$ cat src/rtl/hazard_pkg.sv
// ============================================================================
// Module      : hazard_pkg
// Description : Shared types and defaults for the pipeline hazard controller.
// Revision    : 1.0
// ============================================================================
`default_nettype none

package hazard_pkg;

  typedef enum logic [1:0] {
    RUN     = 2'd0,
    WAIT    = 2'd1,
    RELEASE = 2'd2
  } mem_state_t;

  localparam int REG_AW_DEF = 5;

endpackage

`default_nettype wire

$ cat src/rtl/hazard_mem_wait.sv
// ============================================================================
// Module      : hazard_mem_wait
// Description : Data-memory wait FSM; freezes the pipe for MEM_LAT cycles per
//               access, then allows one RELEASE cycle to advance the access.
// Revision    : 1.0
// ============================================================================
`default_nettype none

module hazard_mem_wait
  import hazard_pkg::*;
#(
  parameter int MEM_LAT = 2
) (
  input  logic clk_i,
  input  logic rst_i,
  input  logic mem_req_i,
  output logic freeze_o
);

  localparam int             CW     = (MEM_LAT > 1) ? $clog2(MEM_LAT) : 1;
  localparam logic [CW-1:0]  C_LOAD = (MEM_LAT > 0) ? CW'(MEM_LAT - 1) : '0;
  localparam logic [CW-1:0]  C_ONE  = CW'(1);

  mem_state_t    state_q;
  logic [CW-1:0] cnt_q;

  always_ff @(posedge clk_i or negedge rst_i) begin
    if (!rst_i) begin
      state_q <= RUN;
      cnt_q   <= '0;
    end else begin
      case (state_q)
        RUN: begin
          if (mem_req_i && (MEM_LAT > 0)) begin
            cnt_q   <= C_LOAD;
            state_q <= (MEM_LAT == 1) ? RELEASE : WAIT;
          end
        end
        WAIT: begin
          cnt_q <= cnt_q - 1'b1;
          if (cnt_q == C_ONE) state_q <= RELEASE;
        end
        RELEASE: state_q <= RUN;
        default: state_q <= RUN;
      endcase
    end
  end

  // The first frozen cycle is the RUN cycle that sees the request.
  assign freeze_o = rst_i &&
                    (((state_q == RUN) && mem_req_i && (MEM_LAT > 0)) ||
                     (state_q == WAIT));

endmodule

`default_nettype wire

$ cat src/rtl/hazard_ctrl.sv
// ============================================================================
// Module      : hazard_ctrl
// Description : Pipeline hazard controller (freeze > branch flush > load-use).
//               Optional statistics counters enabled by HAZARD_STATS_EN.
// Revision    : 1.0
// ============================================================================
`default_nettype none

module hazard_ctrl
  import hazard_pkg::*;
#(
  parameter int MEM_LAT = 2,
  parameter int REG_AW  = REG_AW_DEF,
  parameter int CNT_W   = 16
) (
  input  logic              clk_i,
  input  logic              rst_i,
  input  logic [REG_AW-1:0] id_rs_i,
  input  logic [REG_AW-1:0] id_rt_i,
  input  logic              id_uses_rt_i,
  input  logic              ex_memread_i,
  input  logic [REG_AW-1:0] ex_rt_i,
  input  logic              mem_req_i,
  input  logic              branch_taken_i,
  output logic              pc_write_o,
  output logic              if_keep_o,
  output logic              if_flush_o,
  output logic              id_flush_o,
  output logic              ex_flush_o,
  output logic              freeze_o,
  output logic [CNT_W-1:0]  stall_cnt_o,
  output logic [CNT_W-1:0]  flush_cnt_o
);

  logic w_freeze;
  logic w_load_use;

  hazard_mem_wait #(
    .MEM_LAT (MEM_LAT)
  ) u_mem_wait (
    .clk_i     (clk_i),
    .rst_i     (rst_i),
    .mem_req_i (mem_req_i),
    .freeze_o  (w_freeze)
  );

  assign w_load_use = ex_memread_i && (ex_rt_i != '0) &&
                      ((ex_rt_i == id_rs_i) || (id_uses_rt_i && (ex_rt_i == id_rt_i)));

  always_comb begin
    pc_write_o = 1'b1;
    if_keep_o  = 1'b0;
    if_flush_o = 1'b0;
    id_flush_o = 1'b0;
    ex_flush_o = 1'b0;
    freeze_o   = 1'b0;
    if (rst_i) begin
      if (w_freeze) begin
        pc_write_o = 1'b0;
        if_keep_o  = 1'b1;
        freeze_o   = 1'b1;
      end else if (branch_taken_i) begin
        if_flush_o = 1'b1;
        id_flush_o = 1'b1;
        ex_flush_o = 1'b1;
      end else if (w_load_use) begin
        pc_write_o = 1'b0;
        if_keep_o  = 1'b1;
        id_flush_o = 1'b1;
      end
    end
  end

`ifdef HAZARD_STATS_EN
  logic [CNT_W-1:0] stall_cnt_q;
  logic [CNT_W-1:0] flush_cnt_q;

  // Saturating: a stuck-at-max counter is more useful than a wrapped one.
  always_ff @(posedge clk_i or negedge rst_i) begin
    if (!rst_i) begin
      stall_cnt_q <= '0;
      flush_cnt_q <= '0;
    end else begin
      if (!pc_write_o && (stall_cnt_q != '1)) stall_cnt_q <= stall_cnt_q + 1'b1;
      if (ex_flush_o && (flush_cnt_q != '1)) flush_cnt_q <= flush_cnt_q + 1'b1;
    end
  end

  assign stall_cnt_o = stall_cnt_q;
  assign flush_cnt_o = flush_cnt_q;
`else
  assign stall_cnt_o = '0;
  assign flush_cnt_o = '0;
`endif

endmodule

`default_nettype wire

$ cat config.mk
export PLATFORM = sky130hd
export DESIGN_NAME = hazard_ctrl
export DESIGN_NICKNAME = d
export VERILOG_FILES = /design/src/rtl/hazard_pkg.sv /design/src/rtl/hazard_mem_wait.sv /design/src/rtl/hazard_ctrl.sv
export SDC_FILE = /design/constraint.sdc
export NUM_CORES = 1
export LEC_CHECK = 0
export CAP_MARGIN = 40
export CORE_UTILIZATION = 25
export DETAILED_ROUTE_END_ITERATION = 6
export PLACE_DENSITY = 0.76
export SLEW_MARGIN = 40
export SYNTH_ARGS = -nofsm -noshare
export SYNTH_HDL_FRONTEND = slang
export SYNTH_SLANG_ARGS = --single-unit
$ cat constraint.sdc
create_clock -name clk_i -period 1.2 [get_ports clk_i]
set_clock_uncertainty 0.1 [all_clocks]
set_input_delay 0.12 -clock clk_i [delete_from_list [all_inputs] [get_ports clk_i]]
set_output_delay 0.12 -clock clk_i [all_outputs]
set_load 0.01 [all_outputs]
* Word level (Yosys, flattened, before mapping)
Index checks and enable logic that the tools add are counted.
** Operators by class
- $add $sub $neg :: 1
- Eq/ne operators :: 5
- Mux-type cells :: 21
- Reductions and logical operators :: 12
** Operators by type and width (count)
- 2-to-1 mux 1 bit :: 17
- equality test 5 bit :: 2
- logical AND 1 bit :: 5
- nonzero test 5 bit :: 1
- 2-to-1 mux 2 bit :: 2
- one-hot mux 2 bit (2 select lines) :: 1
- AND reduction 2 bit :: 2
- equality test 2 x 1 -> 1 bit, second input constant :: 1
- logical NOT 2 bit :: 1
- logical OR 1 bit :: 2
- != test 2 x 1 -> 1 bit, second input constant :: 1
- != test 2 bit, second input constant :: 1
- one-hot mux 1 bit (2 select lines) :: 1
- nonzero test 2 bit :: 1
- subtractor 1 bit, second input constant :: 1
** Word-level totals
- Register bits after elaboration :: 3
- Input port bits :: 21
- Output and inout port bits :: 38
- Logic and storage cells :: 41

* Logic depth before layout (Yosys ltp)
- Word-level depth :: 8
- Depth in mapped cells :: 4
- Depth with buffers taken out :: 4

* Modules after synthesis
Synthesis repeated with hierarchy kept, for this count alone.
** Unflattened totals
- Cell total of the unflattened synthesis :: 70
- Area total of the unflattened synthesis :: 566.8 um^2
** By module, submodules not included
- hazard_ctrl :: instances 1, cells an instance 59, area each 440.4 um^2, seq. area each 0.0 um^2
- hazard_mem_wait :: instances 1, cells an instance 11, area each 126.4 um^2, seq. area each 75.1 um^2

* Worst setup path after synthesis
OpenSTA, ideal clock, no wires.
- Path type :: input port to output port
- Start point :: input port ex_rt_i[4]
- End point :: output port if_keep_o
- Arrival :: 1.070 ns
- Required time :: 0.980 ns
- Setup slack :: -0.090 ns
- Cell stages on the path :: 4
- Path buffers :: 0
- Cell sequence :: xor2_1 -> nor4_2 -> a32oi_1 -> o31ai_1
** Between the ends
- Word-level cells in the longest chain between the ends :: 8
- Elaborated cells on any way between the ends :: 11
- Classes of those cells :: 2 x eq/ne; 4 x mux; 5 x reduce/logical
** RTL lines
- start, declared :: line hazard_ctrl.sv:22 : input logic [REG_AW-1:0] ex_rt_i,
- equality test 5 bit :: line hazard_ctrl.sv:48 : ((ex_rt_i == id_rs_i) || (id_uses_rt_i && (ex_rt_i == id_rt_i)));
- logical AND 1 bit :: line hazard_ctrl.sv:48
- logical OR 1 bit :: line hazard_ctrl.sv:48
- logical AND 1 bit (*) :: line hazard_ctrl.sv:47 : assign w_load_use = ex_memread_i && (ex_rt_i != '0) &&
- 2-to-1 mux 1 bit (*) :: line hazard_ctrl.sv:66 : end else if (w_load_use) begin
- 2-to-1 mux 1 bit (*) :: line hazard_ctrl.sv:62 : end else if (branch_taken_i) begin
- 2-to-1 mux 1 bit (*) :: line hazard_ctrl.sv:58 : if (w_freeze) begin
- 2-to-1 mux 1 bit (*) :: line hazard_ctrl.sv:57 : if (rst_i) begin
- end, declared :: line hazard_ctrl.sv:26 : output logic if_keep_o,
Every way passes the cells marked *; elsewhere a longest branch is shown, timed or not.

* Worst setup path in the final report
- Start point :: register u_mem_wait.state_q[1]
- End point :: output port pc_write_o
** Between the ends
- Word-level cells in the longest chain between the ends :: 6
- Elaborated cells on any way between the ends :: 7
- Classes of those cells :: 1 x eq/ne; 2 x mux; 4 x reduce/logical
** RTL lines
- start, declared :: line hazard_mem_wait.sv:24 : mem_state_t state_q;
- start signal, assigned :: line hazard_mem_wait.sv:36 : state_q <= (MEM_LAT == 1) ? RELEASE : WAIT;
- logical NOT 2 bit :: line hazard_mem_wait.sv:51 : (((state_q == RUN) && mem_req_i && (MEM_LAT > 0)) ||
- logical AND 1 bit :: line hazard_mem_wait.sv:51
- logical OR 1 bit (*) :: line hazard_mem_wait.sv:51
- logical AND 1 bit (*) :: line hazard_mem_wait.sv:50 : assign freeze_o = rst_i &&
- 2-to-1 mux 1 bit (*) :: line hazard_ctrl.sv:58
- 2-to-1 mux 1 bit (*) :: line hazard_ctrl.sv:57
- end, declared :: line hazard_ctrl.sv:25 : output logic pc_write_o,
Marks and branches as above.

==> out/metrics.yaml <==
setup_path:
  required_ns: 0.98
  r2r_end: "u_mem_wait.cnt_q"
  cp.arrival_ns: 1.36
  endpoint_kind: "primary output"
  critPathLaunchType: "flop"
  worstPathMaxFanout: 3
  reg2reg_depth: 4
  rrSetupSlack_ns: 0.12
  r2r-start: "u_mem_wait.state_q[1]"
  critPathKind: "flop to primary output"
clocking:
  clkLatencyLatePin_ns: 0.23
  tritoncts: "done"
  htreeDepth: 1
  clockBufferDepth: 2
  cts.sinks: 3
  clk_pin_slew_ns: 0.04
  holdBufCountCts: 0
  cts_root_buffer: "clkbuf_4"
  cts_buffers: 3
power:
  netSwitchingFraction: 0.359
  power_switching_uw: 327
  p_comb_frac: 0.613
  p_seq_frac: 0.199
  peakVddDrop_mv: 0.576
  power_uw: 912
  clkPwrFrac: 0.188
  p_int_uw: 585
  p_leak_nw: 0.456
  p_per_area_nw_per_um2: 1060
die:
  core-area_um2: 2000
  rows: 16
  io_pins: 59
  dieArea_um2: 2370
  die_w_um: 48.7
  start_util: 0.272
  dieHeight_um: 48.7
synth:
  synth-async-reset-ratio: 1.00
  netlist_instances: 69
  ys_seq_elements: 3
  synth-seq-area-share: 0.138
  synth-main-ff-cell: "dfrtp_1"
  syn_area_per_cell_um2: 7.91
  synth_largest_area_cell: "buf_4"
  synth_area_um2: 546
  synthTopCellsByArea: "buf_4 45%, xor2_1 14%, dfrtp_1 14%"
  synth.distinct_cells: 20
  synth_edf_count: 0
  netlist.area_leader.share: 0.454
  yosysWarnings: 0
grt:
  globalRouteOverflowTotal: 0
  antenna_found_initial: 0
  grt_pass1_vias: 432
  grt_max_degree: 6
  grt.total_usage: 0.0913
  grt_pass1_wl_um: 1720
sta:
  fin_ws_ns: -0.381
  finalMaxSlewViolations: 0
  period_needed_ns: 1.58
  holdWs_ns: 0.236
  rsz0062_at_grt: "yes"
  fin_crit_sh: 1.32
  fin_setup_tns_ns: -1.90
  hold_viol: 0
  setup_viol: 6
  fmax_mhz: 633
placement:
  hpwl_um: 889
  place_worst_setup_slack_ns: -1.07
  port_buffers: 26
  gp_congestion: 0.598
  placed_cell_area_um2: 797
final_layout:
  layout-drive-gt1-share: 0.352
  seq_area_um2: 75.1
  fill_cells: 211
  diodes: 0
  final_area_um2: 865
  final_nets: 130
  multiInputGateArea_um2: 392
  syn2layout_area_growth_pct: 58.5
flow_run:
  cap_violations: 0
route:
  drc: 0
  avgViaCountPerCell: 3.60
  vias: 486
  wl_per_cell_um: 7.30
  ant_nets: 0
  first_pass_iters: 2
  dr.first_iter.drc_count: 2
  routed_wl_um: 986
worst_hold_path:
  hold_class: "primary input to async pin"
run_status:
  status: "finished, violations left"
  violations: "negative setup slack"
==> cell usage in the layout (no fill, tap or decap), types with 2 or more instances in the layout <==
cell type and count:
buf_2 6, buf_4 8, clkdlybuf4s50_1 6, clkbuf_4 3, a21oi_1 2, buf_6 7, dfrtp_1 3, conb_1 32
nor2_1 2, inv_1 3, dlygate4sd2_1 7, o31ai_2 2, xor2_1 9, nand2_1 2, clkdlybuf4s15_2 2
==> repair_timing <==
item / 4_1_cts / 5_1_grt
pin swaps: 15 / 3
gates resized for setup: 67 / 2
setup buffers: 2 / 1
setup endpoints to repair: 6 / 6
gates cloned: 0 / 0
==> worst max-delay path: stages (launching register included) <==
cell	delay (ns)
dfrtp_1	0.36
o21bai_4	0.17
buf_6	0.12
or2_4	0.23
o31a_1	0.11
buf_2	0.14
==> state kept, by name, indices dropped and copies added, names as in the netlist <==
| register | flops |
|---|---|
| u_mem_wait.cnt_q | 1 |
| u_mem_wait.state_q | 2 |
==> metrics by stage <==
stage	utilization	cells
CTS	0.421	134
floorplan	-	100
global placement	0.398	128
global route	0.432	135
detailed placement	0.398	128
finish	0.432	135
==> cell usage after synthesis, types with 2 or more instances <==
master	n
a21oi_1	2
dfrtp_1	3
inv_1	4
nand2_1	2
o31ai_1	2
xor2_1	9
nor2_1	2
buf_4	33
==> area by class of cell <==
cell class                 instances  area share
inverter                           4      0.0174
timing repair buffer              37       0.373
clock buffer                       4      0.0304
multi-input combinational         60       0.453
tap                               27      0.0391
sequential                         3      0.0868
==> layer usage <==
layer | routed length, µm | global-route usage | vias up | share of wire
met5 | 0 | 0 | - | 0
met4 | 0 | 0.0441 | 0 | 0
met3 | 94 | 0.0189 | 0 | 0.095
met2 | 552 | 0.174 | 38 | 0.56
met1 | 339 | 0.0932 | 211 | 0.34
li1 | - | - | 237 | -
==> worst max-delay path by stage <==
stage	from	endpoint	slack (ns)	cells past startpoint
after floorplan	ex_rt_i[1]	pc_write_o	-0.05	3
after detailed placement	ex_rt_i[1]	id_flush_o	-1.07	6
after CTS	u_mem_wait.state_q[1]	pc_write_o	-0.40	5
final	u_mem_wait.state_q[1]	pc_write_o	-0.38	5
after global placement	ex_rt_i[1]	id_flush_o	-1.05	6
after global routing	u_mem_wait.state_q[1]	pc_write_o	-0.46	5
==> logic make-up (layout without fill, tap and decap cells) <==
logic type | count (synthesis) | count (layout) | synth area share
compound gates | 8 | 8 | 0.108
buf+inv | 37 | 45 | 0.482
flops | 3 | 3 | 0.138
other cells | 1 | 32 | 0.00687
simple gates | 10 | 10 | 0.106
xor+xnor | 10 | 10 | 0.161
==> power by group through the flow <==
| stage | Clock [mW] | Combinational [mW] | Sequential, mW |
|---|---|---|---|
| after global placement | 0 | 0.454 | 0.169 |
| after CTS | 0.181 | 0.524 | 0.183 |
| final | 0.172 | 0.559 | 0.181 |
| after detailed placement | 0 | 0.465 | 0.173 |
| after global routing | 0.190 | 0.609 | 0.187 |
| after floorplan | 0 | 0.300 | 0.171 |
Power figures use the tool's default switching activity.
